**src/rtl/hazard_pkg.sv**
```systemverilog
// Shared types for the hazard controller of the 5-stage MIPS core.
package hazard_pkg;

   typedef enum logic [1:0] {
      FWD_NONE = 2'b00,
      FWD_WB   = 2'b01,
      FWD_MEM  = 2'b10
   } fwd_sel_e;

   typedef logic [4:0] reg_idx_t;

endpackage : hazard_pkg

```
**src/rtl/hazard_sat_counter.sv**
```systemverilog
// Saturating up-counter: counts clocks with inc high and sticks at all-ones.
module hazard_sat_counter #(
   parameter int PERF_W = 32
) (
   input  logic              clk,
   input  logic              rst_n,
   input  logic              inc,
   output logic [PERF_W-1:0] count
);

   // NOTE: sequential state uses non-blocking assignments so every flop samples pre-edge values.
   always_ff @(posedge clk or negedge rst_n) begin
      if (!rst_n) begin
         count <= '0;
      end else if (inc && (count != '1)) begin
         count <= count + PERF_W'(1);
      end
   end

endmodule : hazard_sat_counter

```
**src/rtl/hazard_scoreboard.sv**
```systemverilog
// Stall/flush/forward control with mul/div HI/LO tracking.
// Optional stall-cycle counters are built when HAZARD_PERF_EN is defined.
module hazard_scoreboard
   import hazard_pkg::*;
#(
   parameter int REG_W      = 5,
   parameter int MD_LATENCY = 4,
   parameter int PERF_W     = 32
) (
   input  logic              clk_i,
   input  logic              rst_ni,
   input  logic [REG_W-1:0]  rs_d_i,
   input  logic [REG_W-1:0]  rt_d_i,
   input  logic              branch_d_i,
   input  logic              md_start_d_i,
   input  logic              md_read_d_i,
   input  logic [REG_W-1:0]  rs_e_i,
   input  logic [REG_W-1:0]  rt_e_i,
   input  logic [REG_W-1:0]  write_reg_e_i,
   input  logic              mem_to_reg_e_i,
   input  logic              reg_write_e_i,
   input  logic              md_start_e_i,
   input  logic [REG_W-1:0]  write_reg_m_i,
   input  logic              mem_to_reg_m_i,
   input  logic              reg_write_m_i,
   input  logic [REG_W-1:0]  write_reg_w_i,
   input  logic              reg_write_w_i,
   output logic              stall_f_o,
   output logic              stall_d_o,
   output logic              flush_e_o,
   output logic              forward_a_d_o,
   output logic              forward_b_d_o,
   output logic [1:0]        forward_a_e_o,
   output logic [1:0]        forward_b_e_o,
   output logic              md_busy_o,
   output logic [PERF_W-1:0] perf_lw_o,
   output logic [PERF_W-1:0] perf_br_o,
   output logic [PERF_W-1:0] perf_md_o
);

   localparam int MD_W = $clog2(MD_LATENCY + 1);

   // Register 0 is hardwired to zero, so it never creates a dependency.
   function automatic logic dep(input logic [REG_W-1:0] src,
                                input logic [REG_W-1:0] dst,
                                input logic             en);
      return (src != '0) && (src == dst) && en;
   endfunction

   logic [MD_W-1:0] md_cnt;
   logic            lw_stall;
   logic            br_stall;
   logic            md_stall;
   logic            stall;
   fwd_sel_e        fwd_a_e;
   fwd_sel_e        fwd_b_e;

   // NOTE: every always_comb output gets a default first so no latch is inferred.
   always_comb begin
      fwd_a_e = FWD_NONE;
      fwd_b_e = FWD_NONE;
      if (dep(rs_e_i, write_reg_m_i, reg_write_m_i))      fwd_a_e = FWD_MEM;
      else if (dep(rs_e_i, write_reg_w_i, reg_write_w_i)) fwd_a_e = FWD_WB;
      if (dep(rt_e_i, write_reg_m_i, reg_write_m_i))      fwd_b_e = FWD_MEM;
      else if (dep(rt_e_i, write_reg_w_i, reg_write_w_i)) fwd_b_e = FWD_WB;
   end

   assign forward_a_e_o = fwd_a_e;
   assign forward_b_e_o = fwd_b_e;
   assign forward_a_d_o = dep(rs_d_i, write_reg_m_i, reg_write_m_i);
   assign forward_b_d_o = dep(rt_d_i, write_reg_m_i, reg_write_m_i);

   assign lw_stall = mem_to_reg_e_i && (rt_e_i != '0) &&
                     ((rs_d_i == rt_e_i) || (rt_d_i == rt_e_i));

   // A branch resolves in D, so it must wait for an ALU result still in E
   // or a load result still in M; ALU results in M are forwarded instead.
   assign br_stall = branch_d_i &&
                     (dep(rs_d_i, write_reg_e_i, reg_write_e_i)  ||
                      dep(rt_d_i, write_reg_e_i, reg_write_e_i)  ||
                      dep(rs_d_i, write_reg_m_i, mem_to_reg_m_i) ||
                      dep(rt_d_i, write_reg_m_i, mem_to_reg_m_i));

   // The issue cycle itself already stalls, before the countdown is loaded.
   assign md_stall = (md_read_d_i || md_start_d_i) && ((md_cnt != '0) || md_start_e_i);

   assign stall     = lw_stall || br_stall || md_stall;
   assign stall_f_o = stall;
   assign stall_d_o = stall;
   assign flush_e_o = stall;
   assign md_busy_o = (md_cnt != '0);

   always_ff @(posedge clk_i or negedge rst_ni) begin
      if (!rst_ni) begin
         md_cnt <= '0;
      end else if (md_start_e_i) begin
         md_cnt <= MD_W'(MD_LATENCY);
      end else if (md_cnt != '0) begin
         md_cnt <= md_cnt - MD_W'(1);
      end
   end

`ifdef HAZARD_PERF_EN
   hazard_sat_counter #(.PERF_W(PERF_W)) u_perf_lw (
      .clk   (clk_i),
      .rst_n (rst_ni),
      .inc   (lw_stall),
      .count (perf_lw_o)
   );

   hazard_sat_counter #(.PERF_W(PERF_W)) u_perf_br (
      .clk   (clk_i),
      .rst_n (rst_ni),
      .inc   (br_stall),
      .count (perf_br_o)
   );

   hazard_sat_counter #(.PERF_W(PERF_W)) u_perf_md (
      .clk   (clk_i),
      .rst_n (rst_ni),
      .inc   (md_stall),
      .count (perf_md_o)
   );
`else
   assign perf_lw_o = '0;
   assign perf_br_o = '0;
   assign perf_md_o = '0;
`endif

endmodule : hazard_scoreboard

```
**config.mk**
```make
export PLATFORM = sky130hd
export DESIGN_NAME = hazard_scoreboard
export DESIGN_NICKNAME = d
export VERILOG_FILES = /design/src/rtl/hazard_pkg.sv /design/src/rtl/hazard_sat_counter.sv /design/src/rtl/hazard_scoreboard.sv
export SDC_FILE = /design/constraint.sdc
export NUM_CORES = 1
export LEC_CHECK = 0
export ABC_AREA = 1
export CAP_MARGIN = 0
export CORE_MARGIN = 2
export CORE_UTILIZATION = 35
export DETAILED_ROUTE_END_ITERATION = 6
export GPL_TIMING_DRIVEN = 0
export PLACE_DENSITY = 0.95
export SETUP_SLACK_MARGIN = 0.2
export SKIP_CTS_REPAIR_TIMING = 1
export SLEW_MARGIN = 15
export SYNTH_ARGS = -nofsm -noshare
export SYNTH_HDL_FRONTEND = slang
export SYNTH_HIERARCHICAL = 1
export SYNTH_SLANG_ARGS = --single-unit
```
**constraint.sdc**
```tcl
create_clock -name clk_i -period 4.37 [get_ports clk_i]
set_clock_uncertainty 0.05 [all_clocks]
set_input_delay 0.6555 -clock clk_i [delete_from_list [all_inputs] [get_ports clk_i]]
set_output_delay 0.6555 -clock clk_i [all_outputs]
set_load 0.03 [all_outputs]
```
# Yosys cells after proc, flatten, opt, wreduce, memory -nomap -nowiden

Index checks and enable logic that the tools add are counted.

Memories: 0
Bits in latches: 0
RAM bits: 0
Output and inout port bits: 106
Flip-flop bits (word level): 3
Logic and storage cells: 54
Input port bits: 46
Bits in read-only memories: 0

Equality and inequality tests: 10
Reductions and logical operators: 36
Add/sub/neg operators: 1
Shift-type cells: 0
Multiply operators: 0
Divide/modulo/power cells: 0
Bitwise gates (word level): 0
Multiplexer cells: 6
Order comparisons: 0

Operators with widths:

| operator                                                           | number |
|---|---|
| 5-bit equality test                                                | 10 |
| 1-bit logical AND                                                  | 22 |
| 5-bit nonzero test                                                 | 4 |
| 1-bit logical OR                                                   | 8 |
| 3-bit 2-to-1 mux                                                   | 2 |
| 2-bit 2-to-1 mux                                                   | 2 |
| 3-bit nonzero test                                                 | 1 |
| 3-bit by 1-bit subtractor with 3-bit output, second input constant | 1 |
| 1-bit 2-to-1 mux                                                   | 2 |
| 2-bit nonzero test                                                 | 1 |

# Depth between registers and ports, before layout

Word-level depth: 9
Mapped depth: 12
Depth with buffers taken out: 11

# Worst setup path after synthesis

No wires, ideal clock.

Kind: in2out
Start point: input write_reg_m_i[4]
End point: output forward_a_e_o[0]
Data required time: 3664 ps
Setup slack: 1831 ps
Cell stages on the path: 6
Arrival: 1834 ps
Path buffers: 1
Cells stage by stage: buf_4 xor2_1 nor2_1 o2111ai_1 nor2_1 nor2_1

Cells in the longest elaborated chain, start to end: 4

Ends and longest elaborated chain:

| item                           | line                    | source |
|---|---|---|
| start: declaration             | hazard_scoreboard.sv:23 | `input logic [REG_W-1:0] write_reg_m_i,` |
| 5-bit equality test            | hazard_scoreboard.sv:47 | `return (src != '0) && (src == dst) && en;` |
| 1-bit logical AND (2 in a row) | hazard_scoreboard.sv:47 |  |
| 2-bit 2-to-1 mux               | hazard_scoreboard.sv:62 | `if (dep(rs_e_i, write_reg_m_i, reg_write_m_i)) fwd_a_e = FWD_MEM;` |
| end: declaration               | hazard_scoreboard.sv:33 | `output logic [1:0] forward_a_e_o,` |

No other way between the ends.

# Final worst setup path

Start point: input write_reg_m_i[0]
End point: output stall_f_o

Cells in the longest elaborated chain, start to end: 8
Elaborated cells between the ends (all ways): 11
Those cells by class: 2 x eq/ne; 9 x reduce/logical

Ends and longest elaborated chain:

| item                              | line                    | source |
|---|---|---|
| 5-bit equality test               | hazard_scoreboard.sv:47 |  |
| 1-bit logical AND (2 in a row)    | hazard_scoreboard.sv:47 |  |
| 1-bit logical OR                  | hazard_scoreboard.sv:80 | `dep(rt_d_i, write_reg_e_i, reg_write_e_i) \|\|` |
| 1-bit logical OR (*)              | hazard_scoreboard.sv:81 | `dep(rs_d_i, write_reg_m_i, mem_to_reg_m_i) \|\|` |
| 1-bit logical AND (*)             | hazard_scoreboard.sv:78 | `assign br_stall = branch_d_i &&` |
| 1-bit logical OR (*) (2 in a row) | hazard_scoreboard.sv:87 | `assign stall = lw_stall \|\| br_stall \|\| md_stall;` |
| end: declaration                  | hazard_scoreboard.sv:28 | `output logic stall_f_o,` |

Mark *: on every way between the ends. The rest lies on a longest branch, timed or not.

==> results.cfg <==
[cts]
clock_sinks = 3
htreeDepth = 1
clockBufferDepth = 2
cts.clk_slew.worst_paths_ps = 30
root_buffer = clkbuf_8
clk_latency_ps = 210
cts_tree = built
cts_buffers = 3

[timing]
slew_violations = 0
min_period_ps = 3500
tns_ps = 0
fmax_mhz = 286
hold_viol = 0
rsz0062_at_grt = no
finalSetupViolCount = 0
fin_crit_sh_pct = 80.1

[power_and_ir_drop]
clockPowerShare_pct = 15.1
p_leak_uw = 0.00160
netSwitchingFraction_pct = 48.8
irDropWorstVdd_mv = 0.0983
power_frac_seq_pct = 8.9
p_int_uw = 266
p_sw_uw = 254
powerDensity_nw_per_um2 = 189
combPwrFrac_pct = 76.1

[synth]
syn_inst = 278
ys_seq_area_share_pct = 4.28
synth_cell_types = 26
syn_area_per_cell_sq_um = 6.31
synth_area_sq_um = 1760
ys.warnings.count = 6
synth-seq-cells = 3

[final_layout]
register_area_sq_um = 75.1
layout_common_cells = buf_4 (99), conb_1 (96), nand2_1 (53)
num_antenna_cells = 0
syn_to_final_growth_pct = 56.7
nets = 477
final_core_util_pct = 57.5
reg_top3 = md_cnt: 3 flops
drive_gt1_share_pct = 27.6
fillers = 431
largest-register = md_cnt
largest_reg_flops = 3
final_common_cell = buf_4
multi_input_area_sq_um = 1170

[critical_path]
slowest_delay_ps = 660
critical_path_class = in -> out
rr_worst_depth = 6
worstPathRequired_ps = 3660
cp.arrival_ps = 2790
path_cells = clkdlybuf4s50_1 -> inv_2 -> nand2_1 -> nand2_1 -> nor2_1 -> nand3_1 -> nand2_1 -> nand2_1 -> nand2_1 -> nand2_1 -> nand2_1 -> buf_4 -> clkdlybuf4s50_1
cpMaxStageDelayCell = clkdlybuf4s50_1
cpMostUsedCell = nand2_1
endpoint_kind = output pin
crit_fanout = 5
critPathLaunchType = input port

[detailed_routing]
drt_wl_total_microns = 4340
dr.pass1.iters = 4
ant_nets = 0
vias = 1805
vias_per_cell = 3.65
wl_per_cell_microns = 8.76
drc = 0
drt_iter0_drc = 38

[die]
rows = 25
die_h_microns = 74.8
die_w_microns = 74.8
io_pins = 152
start_util_pct = 36.7
die_area_sq_um = 5600
core_sq_um = 4790

[flow_run]
maxCapViolCount = 0

[grt]
overflow = 0
grt_antenna_before_repair = 0
grt_pass1_wl_microns = 6710
grt_max_degree = 7
gr-usage-all-layers_pct = 14.9
grt_pass1_vias = 1617

[hold_path]
min_path_cells = 1
hp-class = reg -> reg

[status]
status = complete, no violations

[placed_design]
port_buffers = 51
routabilityCongestion = 0.829
dpl.hpwl_microns = 3980
cells by family after synthesis:
family / after synthesis / synth area share, %
xor gates and xnor gates: 32 / 16.0
DFF: 3 / 4.28
and+or+nand+nor: 95 / 23.2
other: 1 / 0.214
AOI/OAI and AO/OA: 16 / 5.56
buffers and inverters: 129 / 49.3
adders and majority gates: 2 / 1.43
cells in the mapped netlist (all sizes together):
cell       n  area (sq um)
a211oi     1          12.5
o21ai      6          30.0
nand4      4          25.0
nand3      7          40.0
xnor2     19           166
a21oi      5          25.0
dfrtp      3          75.1
conb       1          3.75
nand2     56           223
nor2      24          95.1
inv       27           101
buf      102           764
o2111ai    2          17.5
nor3       4          25.0
ha         2          25.0
xor2      13           114
o22ai      2          12.5
power by group through the flow:
stage                     Combinational [uW]  Sequential, uW  Clock, uW
after CTS                                392            45.7       79.8
after floorplan                          300            44.6          0
after global placement                   382            45.0          0
final                                    396            46.1       78.3
after detailed placement                 392            46.1          0
after global routing                     429            47.6       84.3
per-layer routing:
metal  routed length [microns]  vias to the layer above  GRT usage (%)
li1                          -                      955              -
met1                      1580                      738           16.4
met2                      2320                      106           28.9
met3                       405                        6           2.81
met4                        30                        0           3.77
met5                         0                        -              0
final cells by class:
type                            instances  share of cell area (%)
Timing Repair Buffer                   51                    18.6
Sequential cell                         3                    2.73
Multi-Input combinational cell        241                    42.6
Inverter                               27                    3.68
Tap cell                               67                    3.05
Buffer                                102                    27.8
Clock buffer                            4                    1.64
through the flow:
stage | cell area (sq um) | hold WS (ps) | power (uW) | setup slack (ps) | std cells
floorplan | 2110 | 310 | 345 | 1830 | 373
global placement | 2710 | 432 | 427 | 915 | 491
detailed placement | 2710 | 473 | 438 | 878 | 491
CTS | 2750 | 477 | 518 | 864 | 495
global route | 2750 | 513 | 561 | 734 | 495
finish | 2750 | 480 | 520 | 870 | 495
path summary, 6_finish.rpt:
| path | slack (ps) | to | start |
|---|---|---|---|
| worst min register to register | 480 | md_cnt[0] | md_cnt[0] |
| worst max register to register | 3150 | md_cnt[1] | md_cnt[0] |
| worst min-delay path | 480 | md_cnt[0] | md_cnt[0] |
| min in group asynchronous | 580 | md_cnt[1] | rst_ni |
| max in group asynchronous | 3550 | md_cnt[2] | rst_ni |
| worst max-delay path | 870 | stall_f_o | write_reg_m_i[0] |
critical path, delay by kind of cell:
family,cells,cell delay (ps)
buffers and inverters,4,1470
AND/OR/NAND/NOR,9,660
Note: power is estimated with default switching activity, not from simulation.
